## config.mk

```make
export PLATFORM = sky130hd
export DESIGN_NAME = cache_ctrl
export DESIGN_NICKNAME = d
export VERILOG_FILES = /design/src/rtl/cache_ctrl.sv
export SDC_FILE = /design/constraint.sdc
export NUM_CORES = 1
export LEC_CHECK = 0
export CAP_MARGIN = 20
export CELL_PAD_IN_SITES_DETAIL_PLACEMENT = 0
export CELL_PAD_IN_SITES_GLOBAL_PLACEMENT = 1
export CORE_MARGIN = 2
export CORE_UTILIZATION = 49
export CTS_CLUSTER_DIAMETER = 80
export CTS_CLUSTER_SIZE = 8
export DETAILED_ROUTE_END_ITERATION = 16
export HOLD_SLACK_MARGIN = 0.05
export PLACE_DENSITY = 0.84
export SETUP_SLACK_MARGIN = 0.02
export SYNTH_ARGS = -nofsm -noshare
export SYNTH_HDL_FRONTEND = slang
export SYNTH_SLANG_ARGS = --single-unit
```

## constraint.sdc

```tcl
create_clock -name clk -period 14.7 [get_ports clk]
set_input_delay 2.94 -clock clk [delete_from_list [all_inputs] [get_ports clk]]
set_output_delay 2.94 -clock clk [all_outputs]
set_load 0.02 [all_outputs]
```

## src/rtl/cache_ctrl.sv

```systemverilog
// Direct-mapped, read-only cache controller: 8-bit word address, 64-bit lines of
// four 16-bit words, single outstanding line fill, hit/miss statistics.
module cache_ctrl #(
  parameter int unsigned LINES = 8,
  parameter int unsigned TAG_W = 3
) (
  input  logic        clk,
  input  logic        rst,
  input  logic        cpu_req,
  input  logic [7:0]  cpu_addr,
  output logic        cpu_busy,
  output logic        cpu_ready,
  output logic [15:0] cpu_data,
  output logic        mem_rd_en,
  output logic [5:0]  mem_addr,
  input  logic        mem_data_rdy,
  input  logic [63:0] mem_data,
  output logic [15:0] hit_cnt,
  output logic [15:0] miss_cnt
);

  localparam int unsigned IDX_W = $clog2(LINES);

  typedef enum logic [2:0] {
    IDLE   = 3'd0,
    LOOKUP = 3'd1,
    REQ    = 3'd2,
    WAIT   = 3'd3,
    RESP   = 3'd4
  } state_t;

  state_t state, state_d;

  logic [7:0]       addr_q;
  logic [LINES-1:0] valid;
  logic [TAG_W-1:0] tag_mem  [LINES];
  logic [63:0]      data_mem [LINES];

  // Lookup port: in IDLE it probes the incoming address so the hit response can be
  // registered for the LOOKUP cycle; otherwise it probes the latched address.
  logic [7:0]       lk_addr;
  logic [IDX_W-1:0] lk_idx;
  logic [TAG_W-1:0] lk_tag;
  logic [63:0]      lk_data;
  logic             lk_hit;
  logic [15:0]      lk_word;

  logic [IDX_W-1:0] wr_idx;
  logic [TAG_W-1:0] wr_tag;
  logic [15:0]      fill_word;

  logic             ready_d;
  logic [15:0]      data_d;
  logic             hit_inc;
  logic             miss_inc;
  logic             fill_we;

  // Cache array read and hit detection
  always_comb begin
    lk_addr = (state == IDLE) ? cpu_addr : addr_q;
    lk_idx  = lk_addr[2 +: IDX_W];
    lk_tag  = TAG_W'(lk_addr[7:2+IDX_W]);
    lk_data = data_mem[lk_idx];
    lk_hit  = valid[lk_idx] && (tag_mem[lk_idx] == lk_tag);
    lk_word = lk_data[{lk_addr[1:0], 4'b0000} +: 16];
  end

  // Fill-side address split and word select from the incoming memory line
  always_comb begin
    wr_idx    = addr_q[2 +: IDX_W];
    wr_tag    = TAG_W'(addr_q[7:2+IDX_W]);
    fill_word = mem_data[{addr_q[1:0], 4'b0000} +: 16];
  end

  // Next-state and next-output decode
  always_comb begin
    state_d  = state;
    ready_d  = 1'b0;
    data_d   = 16'h0000;
    hit_inc  = 1'b0;
    miss_inc = 1'b0;
    fill_we  = 1'b0;
    case (state)
      IDLE: begin
        if (cpu_req) begin
          state_d = LOOKUP;
          if (lk_hit) begin
            ready_d = 1'b1;
            data_d  = lk_word;
          end
        end
      end
      LOOKUP: begin
        if (lk_hit) begin
          state_d = IDLE;
          hit_inc = 1'b1;
        end else begin
          state_d = REQ;
        end
      end
      REQ: state_d = WAIT;
      WAIT: begin
        if (mem_data_rdy) begin
          state_d = RESP;
          fill_we = 1'b1;
          ready_d = 1'b1;
          data_d  = fill_word;
        end
      end
      RESP: begin
        state_d  = IDLE;
        miss_inc = 1'b1;
      end
      default: state_d = IDLE;
    endcase
  end

  // State, registered outputs, valid bits and statistics
  always_ff @(posedge clk) begin
    if (rst) begin
      state     <= IDLE;
      addr_q    <= 8'h00;
      valid     <= '0;
      cpu_ready <= 1'b0;
      cpu_data  <= 16'h0000;
      cpu_busy  <= 1'b0;
      mem_rd_en <= 1'b0;
      mem_addr  <= 6'h00;
      hit_cnt   <= 16'h0000;
      miss_cnt  <= 16'h0000;
    end else begin
      state     <= state_d;
      cpu_ready <= ready_d;
      cpu_data  <= data_d;
      cpu_busy  <= (state_d != IDLE);
      mem_rd_en <= (state_d == REQ);
      if (state == IDLE && cpu_req) addr_q <= cpu_addr;
      // mem_addr only moves when a new fill starts, so it stays stable past the fill
      if (state_d == REQ) mem_addr <= addr_q[7:2];
      if (fill_we) valid[wr_idx] <= 1'b1;
      if (hit_inc) hit_cnt <= hit_cnt + 16'd1;
      if (miss_inc) miss_cnt <= miss_cnt + 16'd1;
    end
  end

  // Tag and data arrays; no reset, qualified by the valid bits
  always_ff @(posedge clk) begin
    if (fill_we && !rst) begin
      tag_mem[wr_idx]  <= wr_tag;
      data_mem[wr_idx] <= mem_data;
    end
  end

endmodule

```

Yosys cells after proc, flatten, opt, wreduce, memory -nomap -nowiden
Memories as Yosys holds them, arrays and structs flattened.
Cells that the tools add are included.

storage, ports and cells
  register bits after elaboration = 76
  bits of input ports = 76
  memories kept = 2
  output and inout port bits = 57
  memory bits (writable) = 536

memory list
  memory    depth  bits a word  rd ports  clocked after Yosys merged registers in  write ports  line  RTL
  data_mem  8      64           1         0                                        1            37    logic [63:0] data_mem [LINES];
  tag_mem   8      3            1         0                                        1            36    logic [TAG_W-1:0] tag_mem [LINES];

cells by class
  reductions and logical operators = 7
  multiplexer cells = 22
  add/subtract/negate cells = 2
  eq/ne operators = 6
  shift-type cells = 2
  bitwise logic cells = 1
  $lt $le $gt $ge = 3

operators by type and width
  kind                     count
  $shiftx A64 B7 Y16       2
  $mux W16                 3
  $add A16 B1 Y16 const B  2
  $pmux W16 S2             1
  $pmux W3 S4              1
  $mux W1                  10
  $eq A3 B2 Y1 const B     3
  $lt A3 B4 Y1 const B     2
  $mux W8                  1
  $or A8 B8 Y8             1
  $mux W3                  2
  $logic_and A1 B1 Y1      4
  $bmux W1 S3              1
  $demux W1 S3             1
  $eq A3 B1 Y1 const B     1
  $eq A3 B3 Y1             1
  $eq A3 B3 Y1 const B     1
  $ge A3 B1 Y1 const B     1
  $logic_not A3 Y1         1
  $reduce_bool A3 Y1       1
  $mux W2                  1
  $pmux W1 S2              1
  $logic_not A1 Y1         1

Depth between registers and ports, before layout
  word-level depth = 8
  gate-level depth with buffers = 14

Worst setup path after synthesis
OpenSTA, ideal clock, no wires.

  kind = input to register
  from = input port rst
  to = memory data_mem[2][0] (enable)
  required time = 14.014 ns
  path slack = 3.344 ns
  cell stages on the path = 4
  arrival time = 10.670 ns
  library setup time = 0.686 ns
  path through = or2_2 -> or2_2 -> clkbuf_1 -> nor4b_1

on the way
  word-level cells in the longest chain between the ends = 4

ends and longest elaborated chain
  element                        line  RTL
  start: declaration             8     input logic rst,
  $logic_not A1 Y1               148   if (fill_we && !rst) begin
  $logic_and A1 B1 Y1            148
  $mux W1                        148
  $mux W1 (not written as such)  150   data_mem[wr_idx] <= mem_data;
  end: declaration               37

No other way between the ends.

Final worst setup path
  from = input port cpu_addr[3]
  to = register hit_cnt[9]

on the way
  word-level cells in the longest chain between the ends = 6

ends and longest elaborated chain
  element                                              line  RTL
  start: declaration                                   10    input logic [7:0] cpu_addr,
  $mux W8 *                                            60    lk_addr = (state == IDLE) ? cpu_addr : addr_q;
  $mem_v2 Z8 W3 / $bmux W1 S3 (equally long branches)  --
  $eq A3 B3 Y1 / $mux W1 (equally long branches)       64    lk_hit = valid[lk_idx] && (tag_mem[lk_idx] == lk_tag);
  $logic_and A1 B1 Y1 *                                64
  $mux W1 *                                            94    if (lk_hit) begin
  $mux W1 *                                            83    case (state)
  end signal: assignment                               141   if (hit_inc) hit_cnt <= hit_cnt + 16'd1;
  end: declaration                                     18    output logic [15:0] hit_cnt,

Every way passes the cells marked *; elsewhere a longest branch is shown, timed or not. The select of a mux whose other input is x is not followed.
A chain may end at the register's enable or synchronous reset.

==> impl_metrics.py <==
metrics = {
    "timing": {
        "timing.fmax_mhz": 139.1,
        "finalSetupViolations": 0,
        "final.min_clock_period_ps": 7189,
        "slew_violations": 0,
        "final.setup.tns_ps": 0,
        "rsz0062_at_grt": "no",
        "clock_skew_ps": 25.05,
        "period_share_pct": 48.91,
        "hold_ws_ps": 463.9,
        "hold_viol_final": 0,
        "slew_headroom_pct": 23.96,
        "worstMarginPinSlew_ps": 1134,
    },
    "final_layout": {
        "drive_gt1_share_pct": 8.404,
        "area_growth_pct": 18.17,
        "final_cell_mix": "nand2_1, edfxtp_1, clkdlybuf4s50_1, and3_1, a31oi_1",
        "seq_area_mm2": 0.01762,
        "final_nets": 2143,
        "final_common_cell": "nand2_1",
        "fillers": 3876,
        "multi_input_area_mm2": 0.006569,
    },
    "floorplanning": {
        "ios": 133,
        "die_w_um": 228.3,
        "core_area_mm2": 0.04997,
        "num_rows": 82,
        "die_h_um": 228.3,
        "initial_core_util_pct": 49.35,
        "dieArea_mm2": 0.05213,
    },
    "synthesis": {
        "synth-edff-count": 536,
        "synth_nets": 2021,
        "synthDistinctLibCells": 58,
        "synth-seq-area-share_pct": 71.45,
        "synth_top_flop_cell": "edfxtp_1",
        "yosys_register_bits": 612,
        "avgSynthCellArea_um2": 12.69,
        "synth.cell_area_mm2": 0.02466,
        "synth_warnings": 0,
        "synthCells": 1943,
        "async_reset_ff_share_pct": 0,
    },
    "clock_network": {
        "clk-insertion-delay-late_ps": 610,
        "numCtsBuffers": 86,
        "clkTransAtPathRegs_ps": 50,
        "clkSinkCount": 612,
        "postCtsHoldBufs": 0,
        "cts_resized": 0,
        "cts_tree": "yes",
        "cts_max_level": 3,
        "post_cts_buffers": 0,
        "cts_buffer_depth": 3,
        "cts-root-buf": "clkbuf_16",
    },
    "worst_setup_path": {
        "rr_endpoint": "hit_cnt[9]",
        "r2r-start": "state[2]",
        "worstSetupEndpointType": "flip-flop",
        "crit_fanout": 150,
        "worstPathArrival_ps": 7720,
        "crit_type": "primary input to flip-flop",
        "worst-r2r-cell-count": 8,
        "worstPathRequired_ps": 15230,
        "cp-start-kind": "primary input",
        "r2r_slack_ps": 9620,
    },
    "routing": {
        "num_vias": 16570,
        "drt-pass1-iter-count": 5,
        "drt_iter0_markers": 1872,
        "wire_per_inst_um": 23.00,
        "wl_um": 64500,
        "remaining_drc_errors": 0,
        "vias_per_cell": 5.907,
        "drtAntennaViolNets": 0,
    },
    "run_status": {
        "status": "finished, final reports clean",
    },
    "global_routing": {
        "grt_start_max_net_pins": 151,
        "grt_pass1_vias": 16250,
        "gr-total-overflow": 0,
        "antenna_found_initial": 6,
        "grt_use_total_pct": 24.59,
        "grt_pass1_wl_um": 97740,
    },
    "worst_hold_path": {
        "min_path_type": "flip-flop to flip-flop",
        "holdPathEnd": "valid[5]",
        "holdPathStages": 1,
        "min-delay-start": "valid[5]",
    },
    "run": {
        "max_cap_viol_count": 0,
    },
    "power_and_ir_drop": {
        "ir_drop_v": 0.00008785,
        "p_leak_nw": 10.08,
        "p_per_area_mw_per_mm2": 144.2,
    },
    "place": {
        "globalplace.congestion": 0.7954,
        "hpwlAfterDp_um": 33530,
        "portBuffers": 132,
    },
}
## registers in the layout, summed over array words and instances (netlist names), 6 cells and up
signal,count
miss_cnt,16
hit_cnt,16
tag_mem,24
cpu_data,16
addr_q,8
valid,8
data_mem,512
mem_addr,6
## logic make-up after synthesis
logic type	share of synthesized area [%]
AOI/OAI and AO/OA	7.277
xor gates and xnor gates	0.6394
adders and majority gates	0.1015
buffers and inverters	2.228
DFF	71.45
muxes	2.842
and+or+nand+nor	15.46
## cells in the mapped netlist, drive strengths merged, types with 4 or more instances
cell	count	area [um^2]
a2111oi	6	53.80
a21boi	5	37.54
a21o	8	60.06
a21oi	37	185.2
a31oi	115	725.7
a32oi	4	35.03
and2	5	31.28
and3	119	744.5
buf	43	207.7
clkbuf	84	315.3
dfxtp	76	1521
edfxtp	536	16100
inv	5	18.77
mux2	5	60.05
mux2i	19	190.2
mux4	20	450.4
nand2	567	2131
nand2b	7	43.79
nand3	44	220.2
nand4	11	68.82
nor2	33	123.9
nor2b	6	37.54
nor3	12	71.32
nor4	6	37.54
o21ai	35	212.7
o22ai	57	356.6
or2	5	31.28
or3	12	75.07
or4	16	120.1
xnor2	9	78.83
xor2	9	78.83
## worst max-delay path: stages
cell             delay (ps)
clkdlybuf4s50_1         680
or4b_1                  640
nand2_8                 740
mux2i_1                 200
a2111oi_0               580
or2_2                   290
nand4_1                 710
or4_1                   760
a21oi_1                 140
## worst max path at each step
stage               cells after the start  slack [ps]         from              to
global placement                        9        7030  cpu_addr[3]      hit_cnt[9]
finish                                  9        7510  cpu_addr[3]      hit_cnt[9]
global route                            9        7130  cpu_addr[3]      hit_cnt[9]
floorplan                               4        3340          rst  data_mem[2][0]
detailed placement                      9        6920  cpu_addr[3]      hit_cnt[9]
CTS                                     9        7510  cpu_addr[3]      hit_cnt[9]
## power breakdown
| part | leakage, nW | internal (W) | switching (W) |
|---|---|---|---|
| clock network | 1.20 | 0.00114 | 0.000699 |
| registers | 5.44 | 0.00190 | 0.0000133 |
| logic | 3.44 | 0.000157 | 0.000295 |
## per-layer routing
layer	GRT usage, %	up-vias	routed length, um
li1	-	7436	-
met1	33.03	8193	26170
met2	39.30	779	30660
met3	5.227	154	5351
met4	10.05	6	2287
met5	0	-	35
## final cells by class
| class | count | share of cell area, % |
|---|---|---|
| clock buffer | 149 | 8.417 |
| multi-input combinational | 1197 | 22.55 |
| timing repair buffer | 161 | 5.334 |
| antenna | 3 | 0.02577 |
| inverter | 7 | 0.09018 |
| clock inverter | 4 | 0.2319 |
| sequential | 612 | 60.47 |
| tap | 672 | 2.886 |
## through the flow
stage	instances	utilization, %	worst slack [ps]	cell area [um^2]	total power [W]
after floorplan	1943	-	3344	24660	0.002239
after global placement	2648	53.20	7031	26580	0.002383
after detailed placement	2648	53.20	6920	26580	0.002392
after CTS	2801	58.24	7512	29100	0.004217
after global routing	2805	58.31	7126	29140	0.004335
final	2805	58.31	7511	29140	0.004200
Note: power is estimated with default switching activity, not from simulation.
